**src/rtl/instr_issue_ctrl_pkg.sv**
```systemverilog
// Shared types and constants for the instruction issue sequencer.
package instr_issue_pkg;

  typedef enum logic [2:0] {
    S_IDLE      = 3'd0,
    S_DECODE    = 3'd1,
    S_ISSUE     = 3'd2,
    S_WAIT_MEM  = 3'd3,
    S_WAIT_CUST = 3'd4,
    S_WAIT_JMP  = 3'd5,
    S_TRAP      = 3'd6
  } state_t;

  // Bit positions within the one-hot execution-class vector.
  localparam int CLS_ALU  = 0;
  localparam int CLS_CSR  = 1;
  localparam int CLS_SYS  = 2;
  localparam int CLS_JMP  = 3;
  localparam int CLS_MEM  = 4;
  localparam int CLS_CUST = 5;
  localparam int CLS_W    = 6;

  localparam logic [1:0] CAUSE_ILLEGAL = 2'd1;
  localparam logic [1:0] CAUSE_CUST_TO = 2'd2;

endpackage

```
**src/rtl/instr_issue_ctrl_classifier.sv**
```systemverilog
// Priority encoder: decoder op vectors -> one-hot execution class or illegal.
module issue_classifier
  import instr_issue_pkg::*;
(
  input  logic [31:0]      i_invalid,
  input  logic [18:0]      i_alu_op,
  input  logic [8:0]       i_jmp_op,
  input  logic [8:0]       i_mem_op,
  input  logic             i_cust_op,
  input  logic [5:0]       i_csr_op,
  input  logic [7:0]       i_mechie_op,
  output logic [CLS_W-1:0] o_class,
  output logic             o_illegal
);

  always_comb begin
    o_class   = '0;
    o_illegal = 1'b0;
    if (|i_invalid)        o_illegal         = 1'b1;
    else if (|i_mechie_op) o_class[CLS_SYS]  = 1'b1;
    else if (|i_csr_op)    o_class[CLS_CSR]  = 1'b1;
    else if (|i_jmp_op)    o_class[CLS_JMP]  = 1'b1;
    else if (|i_mem_op)    o_class[CLS_MEM]  = 1'b1;
    else if (i_cust_op)    o_class[CLS_CUST] = 1'b1;
    else if (|i_alu_op)    o_class[CLS_ALU]  = 1'b1;
    else                   o_illegal         = 1'b1; // no unit claims it
  end

endmodule

```
**src/rtl/instr_issue_ctrl.sv**
```systemverilog
// Multi-cycle issue sequencer between fetch and the execution units:
// decode, dispatch to one class, wait on its handshake, or trap.
module instr_issue_ctrl
  import instr_issue_pkg::*;
#(
  parameter int CUST_TIMEOUT = 16,
  parameter int CNT_W        = 32
) (
  input  logic             clk,
  input  logic             rst_n,
  input  logic             if_valid,
  input  logic [31:0]      if_instr,
  input  logic [31:0]      if_pc,
  output logic             if_ready,
  output logic             dec_en,
  output logic [31:0]      dec_instr,
  input  logic [31:0]      dec_invalid,
  input  logic [18:0]      dec_alu_op,
  input  logic [8:0]       dec_jmp_op,
  input  logic [8:0]       dec_mem_op,
  input  logic             dec_cust_op,
  input  logic [5:0]       dec_csr_op,
  input  logic [7:0]       dec_mechie_op,
  output logic             issue_valid,
  output logic [5:0]       issue_unit,
  output logic [31:0]      issue_pc,
  output logic             mem_req,
  input  logic             mem_done,
  output logic             cust_req,
  input  logic             cust_done,
  input  logic             br_resolved,
  input  logic             br_taken,
  output logic             flush,
  output logic             trap_req,
  output logic [1:0]       trap_cause,
  output logic [31:0]      trap_pc,
  input  logic             trap_ack,
  output logic             busy,
  output logic [CNT_W-1:0] retired
);

  localparam int TO_W = (CUST_TIMEOUT > 1) ? $clog2(CUST_TIMEOUT) : 1;

  state_t           r_state, w_next;
  logic [31:0]      r_ir, r_pc;
  logic [CLS_W-1:0] r_class, w_cls;
  logic [TO_W-1:0]  r_cnt;
  logic [1:0]       r_cause, w_cause_val;
  logic [CNT_W-1:0] r_retired;
  logic             w_illegal, w_retire, w_set_cause, w_cnt_clr, w_cnt_inc;
  logic             w_cust_to;

  issue_classifier u_cls (
    .i_invalid   (dec_invalid),
    .i_alu_op    (dec_alu_op),
    .i_jmp_op    (dec_jmp_op),
    .i_mem_op    (dec_mem_op),
    .i_cust_op   (dec_cust_op),
    .i_csr_op    (dec_csr_op),
    .i_mechie_op (dec_mechie_op),
    .o_class     (w_cls),
    .o_illegal   (w_illegal)
  );

  // The ISSUE cycle is the first cust_req cycle, so the wait phase times out
  // once the incremented count reaches CUST_TIMEOUT-1.
  assign w_cust_to = (r_state == S_ISSUE) ? (CUST_TIMEOUT <= 1)
                   : ((32'(r_cnt) + 32'd1) >= (32'(CUST_TIMEOUT) - 32'd1));

  always_comb begin
    w_next      = r_state;
    if_ready    = 1'b0;
    dec_en      = 1'b0;
    dec_instr   = '0;
    issue_valid = 1'b0;
    issue_unit  = '0;
    issue_pc    = '0;
    mem_req     = 1'b0;
    cust_req    = 1'b0;
    flush       = 1'b0;
    trap_req    = 1'b0;
    trap_cause  = '0;
    trap_pc     = '0;
    w_retire    = 1'b0;
    w_set_cause = 1'b0;
    w_cause_val = '0;
    w_cnt_clr   = 1'b0;
    w_cnt_inc   = 1'b0;
    case (r_state)
      S_IDLE: begin
        if_ready = 1'b1;
        if (if_valid) w_next = S_DECODE;
      end
      S_DECODE: begin
        dec_en    = 1'b1;
        dec_instr = r_ir;
        if (w_illegal) begin
          w_set_cause = 1'b1;
          w_cause_val = CAUSE_ILLEGAL;
          w_next      = S_TRAP;
        end else begin
          w_next = S_ISSUE;
        end
      end
      S_ISSUE: begin
        issue_valid = 1'b1;
        issue_unit  = r_class;
        issue_pc    = r_pc;
        w_next      = S_IDLE;
        if (r_class[CLS_MEM]) begin
          mem_req = 1'b1;
          if (mem_done) w_retire = 1'b1;
          else          w_next   = S_WAIT_MEM;
        end else if (r_class[CLS_CUST]) begin
          cust_req  = 1'b1;
          w_cnt_clr = 1'b1;
          if (cust_done) begin
            w_retire = 1'b1;
          end else if (w_cust_to) begin
            w_set_cause = 1'b1;
            w_cause_val = CAUSE_CUST_TO;
            w_next      = S_TRAP;
          end else begin
            w_next = S_WAIT_CUST;
          end
        end else if (r_class[CLS_JMP]) begin
          w_next = S_WAIT_JMP;
        end else begin
          w_retire = 1'b1;
          flush    = r_class[CLS_SYS];
        end
      end
      S_WAIT_MEM: begin
        mem_req = 1'b1;
        if (mem_done) begin
          w_retire = 1'b1;
          w_next   = S_IDLE;
        end
      end
      S_WAIT_CUST: begin
        cust_req  = 1'b1;
        w_cnt_inc = 1'b1;
        if (cust_done) begin
          w_retire = 1'b1;
          w_next   = S_IDLE;
        end else if (w_cust_to) begin
          w_set_cause = 1'b1;
          w_cause_val = CAUSE_CUST_TO;
          w_next      = S_TRAP;
        end
      end
      S_WAIT_JMP: begin
        if (br_resolved) begin
          w_retire = 1'b1;
          flush    = br_taken;
          w_next   = S_IDLE;
        end
      end
      S_TRAP: begin
        trap_req   = 1'b1;
        trap_cause = r_cause;
        trap_pc    = r_pc;
        if (trap_ack) w_next = S_IDLE;
      end
      default: w_next = S_IDLE;
    endcase
  end

  always_ff @(posedge clk or negedge rst_n) begin
    if (!rst_n) begin
      r_state   <= S_IDLE;
      r_ir      <= '0;
      r_pc      <= '0;
      r_class   <= '0;
      r_cnt     <= '0;
      r_cause   <= '0;
      r_retired <= '0;
    end else begin
      r_state <= w_next;
      if (r_state == S_IDLE && if_valid) begin
        r_ir <= if_instr;
        r_pc <= if_pc;
      end
      if (r_state == S_DECODE) r_class <= w_cls;
      if (w_set_cause)         r_cause <= w_cause_val;
      if (w_cnt_clr)           r_cnt   <= '0;
      else if (w_cnt_inc)      r_cnt   <= r_cnt + 1'b1;
      if (w_retire)            r_retired <= r_retired + 1'b1;
    end
  end

  assign busy    = (r_state != S_IDLE);
  assign retired = r_retired;

endmodule
```
**config.mk**
```make
export PLATFORM = sky130hd
export DESIGN_NAME = instr_issue_ctrl
export DESIGN_NICKNAME = d
export VERILOG_FILES = /design/src/rtl/instr_issue_ctrl_pkg.sv /design/src/rtl/instr_issue_ctrl_classifier.sv /design/src/rtl/instr_issue_ctrl.sv
export SDC_FILE = /design/constraint.sdc
export NUM_CORES = 1
export LEC_CHECK = 0
export BUFFER_PORTS_ARGS = -buffer_cell sky130_fd_sc_hd__buf_2
export CAP_MARGIN = 20
export CORE_MARGIN = 3
export CORE_UTILIZATION = 40
export DETAILED_ROUTE_END_ITERATION = 16
export GPL_TIMING_DRIVEN = 0
export PLACE_DENSITY_LB_ADDON = 0.3
export SYNTH_ARGS = -nofsm -noshare
export SYNTH_HDL_FRONTEND = slang
export SYNTH_SLANG_ARGS = --single-unit
```
**constraint.sdc**
```tcl
create_clock -name clk -period 4 [get_ports clk]
set_input_delay 0.2 -clock clk [delete_from_list [all_inputs] [get_ports clk]]
set_output_delay 0.2 -clock clk [all_outputs]
set_load 0.005 [all_outputs]
```
==> flow_metrics.py <==
metrics = {
    "run_status": {
        "outcome": "finished, final reports clean",
    },
    "sta": {
        "rsz0062_at_grt": "false",
        "finalMaxSlewViolations": 0,
        "timing_worst_slew_pin_value_ns": 0.656,
        "final_critical_period_ns": 2.76,
        "setup_viol": 0,
        "setup_total_negative_slack_ns": 0,
        "finalHoldViolCount": 0,
        "whs_ns": 0.0834,
        "fin_worst_skew_ns": 0.00819,
        "max_freq_ghz": 0.362,
        "finalCritPeriodShare_pct": 69.1,
        "timing.max_slew.rel_slack_pct": 56.3,
    },
    "grt": {
        "grtUsageMet2_pct": 33.9,
        "grt_pass1_wl_mm": 27.6,
        "first_global_vias": 5256,
        "grt_use_met3_pct": 7.46,
        "grt_max_degree": 64,
        "grt_usage_pct": 20.9,
        "global_route.peak_usage_layer": "met2",
        "grt_util_met1_pct": 27.1,
        "grt_antenna_before_repair": 2,
        "overflow": 0,
    },
    "routing": {
        "vias_per_cell": 4.95,
        "wl_per_cell_um": 16.4,
        "vias": 5147,
        "drt-initial-drc-count": 240,
        "post_route_ant_nets": 0,
        "drcViolationCount": 0,
        "drt_pass1_iterations": 4,
        "totalWireLength_mm": 17.0,
    },
    "clock_tree": {
        "cts_root_cell": "sky130_fd_sc_hd__clkbuf_16",
        "clkSlewWorstSetupHoldPaths_ns": 0.07,
        "post_cts.resized_instances": 0,
        "h-tree-depth": 3,
        "clock_insertion_delay_worst_skew_ns": 0.34,
        "clk_sink_count": 111,
        "clk_path_buf_depth": 2,
        "tritoncts": "built",
        "cts_inserted_buffers": 9,
    },
    "floorplanning": {
        "placement_rows": 43,
        "initial_core_util_pct": 41.9,
        "io_pins": 300,
        "die_area_um2": 16400,
        "core_region_area_um2": 14200,
        "die-height_um": 128,
        "die_w_um": 128,
    },
    "yosys": {
        "synth_top_flop_cell": "sky130_fd_sc_hd__dfrtp_1",
        "yosysWarningCount": 0,
        "synthArstFlopShare_pct": 100,
        "number_of_enable_flip_flop_cells_after_synthesis": 0,
        "synth-seq-cells": 111,
        "ys_seq_area_share_pct": 46.7,
        "netlist_instances": 542,
        "avgSynthCellArea_um2": 11.0,
        "post_synth_num_cell_types": 60,
        "synth_top_area_cell": "sky130_fd_sc_hd__dfrtp_1",
        "syn_nets": 703,
        "ys_top_cells_by_area": "sky130_fd_sc_hd__dfrtp_1 (47%), sky130_fd_sc_hd__mux2_2 (12%), sky130_fd_sc_hd__and2_1 (11%), sky130_fd_sc_hd__xor2_1 (4.4%), sky130_fd_sc_hd__nor4_2 (2.3%)",
        "synth.cell_area_um2": 5950,
        "netlist.area_leader.share_pct": 46.7,
    },
    "power_and_ir_drop": {
        "total_leakage_power_nw": 3.93,
        "power_density_nw_per_um2": 534,
        "ir_drop_v": 0.000366,
    },
    "setup_path": {
        "r2r_slack_ns": 1.37,
        "timing.critical_path.buf_inv": 5,
        "reg2reg_from": "r_state[2]",
        "critical_path_cell_count": 7,
        "reg2reg_to": "retired[11]",
        "worstRegToRegCells": 7,
        "timing.setup.critical_path_class": "reg2out",
        "cp.arrival_ns": 2.56,
        "worstSetupEndpoint": "dec_instr[27]",
        "timing.critical_path.cells": "clkbuf_1 -> inv_1 -> nand3_1 -> inv_1 -> clkbuf_1 -> and2_1 -> buf_2",
        "worstSetupStartpoint": "r_state[2]",
        "cp-start-kind": "flip-flop",
        "critical_path.top_delay_family": "buffers and inverters",
        "path_max_fanout": 10,
        "cp.required_ns": 3.80,
        "critPathMaxStageDelay_ns": 0.43,
        "library_cell_contributing_the_largest_single_delay_on_the_critical_path": "sky130_fd_sc_hd__dfrtp_1",
        "crit_path_end_kind": "output pin",
    },
    "worst_hold_path": {
        "holdPathStages": 2,
        "hold_class": "in2reg",
    },
    "placed_design": {
        "placedInstanceArea_um2": 7700,
        "hpwlAfterDp_mm": 13.6,
        "globalplace.congestion": 0.971,
        "io_buf_count": 299,
    },
    "layout": {
        "post_route_cells_drive_above_1_share_pct": 48.7,
        "area.growth.synth_to_final_pct": 34.8,
        "final_nets": 1015,
        "final_cell_area_um2": 8020,
    },
    "run": {
        "cap_violations": 0,
    },
}
synth_stat cells, drive strengths merged, types with 3 or more instances:
library cell  count
mux2             65
nor4             31
dfrtp           111
or3               3
ha                5
buf              14
a21oi             3
nand2b            6
nor4b             5
nor3             20
inv               9
nand2            27
nor2             22
nand4            10
and2            104
nand3            16
xnor2             4
clkbuf           13
o21ai             6
xor2             30
nor3b             4
per-layer routing:
layer  up-vias  share of wire, %
li1       2521                 -
met1      2421                42
met2       184                48
met3        19               8.9
met4         2               1.0
met5         -             0.065
worst min-delay path by stage:
stage	startpoint	slack (ns)	to
finish	if_instr[24]	0.08	r_ir[24]
global placement	if_pc[9]	0.43	r_pc[9]
detailed placement	rst_n	0.16	r_state[0]
global route	if_instr[26]	0.07	r_ir[26]
CTS	if_instr[24]	0.07	r_ir[24]
floorplan	rst_n	-0.1	r_cause[0]
cells by family (layout without fill, tap and decap cells):
group / Yosys count / count (layout) / synth area share, %
flip-flops: 111 / 111 / 46.7
AND/OR/NAND/NOR: 258 / 258 / 27.8
multiplexers: 66 / 66 / 12.5
other: 0 / 1 / 0
adder cells (fa/ha/maj): 5 / 5 / 1.05
XOR/XNOR: 34 / 34 / 5.01
AO/OA/AOI/OAI: 32 / 32 / 4.23
buffers and inverters: 36 / 352 / 2.71
what timing repair did:
action | in CTS | in global routing
buffers inserted | 0 | 0
hold buffers | 1 | 0
hold endpoints to repair | 48 | 0
cell usage in the layout (no fill, tap or decap), drive strengths merged, types with 2 or more instances in the layout:
cell type	synthesis	routed
a211oi	2	2
a21oi	3	3
a31o	2	2
and2	104	104
buf	14	314
clkbuf	13	23
clkinv	0	2
dfrtp	111	111
ha	5	5
inv	9	11
mux2	65	65
nand2	27	27
nand2b	6	6
nand3	16	16
nand4	10	10
nor2	22	22
nor3	20	20
nor3b	4	4
nor4	31	31
nor4b	5	5
nor4bb	2	2
o211a	2	2
o21a	2	2
o21ai	6	6
o22ai	2	2
or2	2	2
or3	3	3
xnor2	4	4
xor2	30	30
flip-flops by register name (all words and copies together) (netlist names):
name and flops:
r_state 3, r_cause 2, r_pc 32, r_ir 32, retired 32, r_class 6, r_cnt 4
per-stage QoR:
step	instances	utilization, %	setup slack, ns	total power, mW
2_1_floorplan	542	-	1.89	2.77
3_3_place_gp	1021	54.0	1.35	3.37
3_5_place_dp	1022	54.2	1.38	3.41
4_1_cts	1038	56.4	1.20	4.35
5_1_grt	1039	56.4	0.968	4.60
6_report	1039	56.4	1.24	4.28
where the power goes:
part           internal [mW]  switching, mW  leakage [nW]
registers               1.52          0.273          1.30
clock network          0.506          0.407         0.150
logic                  0.829          0.748          2.48
total                   2.86           1.43          3.93
cell type report:
| class | instances | area, µm² |
|---|---|---|
| Antenna cell | 1 | 2.50 |
| Buffer | 27 | 128 |
| Clock buffer | 10 | 239 |
| Clock inverter | 5 | 65.1 |
| Fill cell | 1304 | 6190 |
| Inverter | 9 | 33.8 |
| Multi-Input combinational cell | 395 | 3010 |
| Sequential cell | 111 | 2780 |
| Tap cell | 180 | 225 |
| Timing Repair Buffer | 301 | 1540 |
Power figures use the tool's default switching activity.
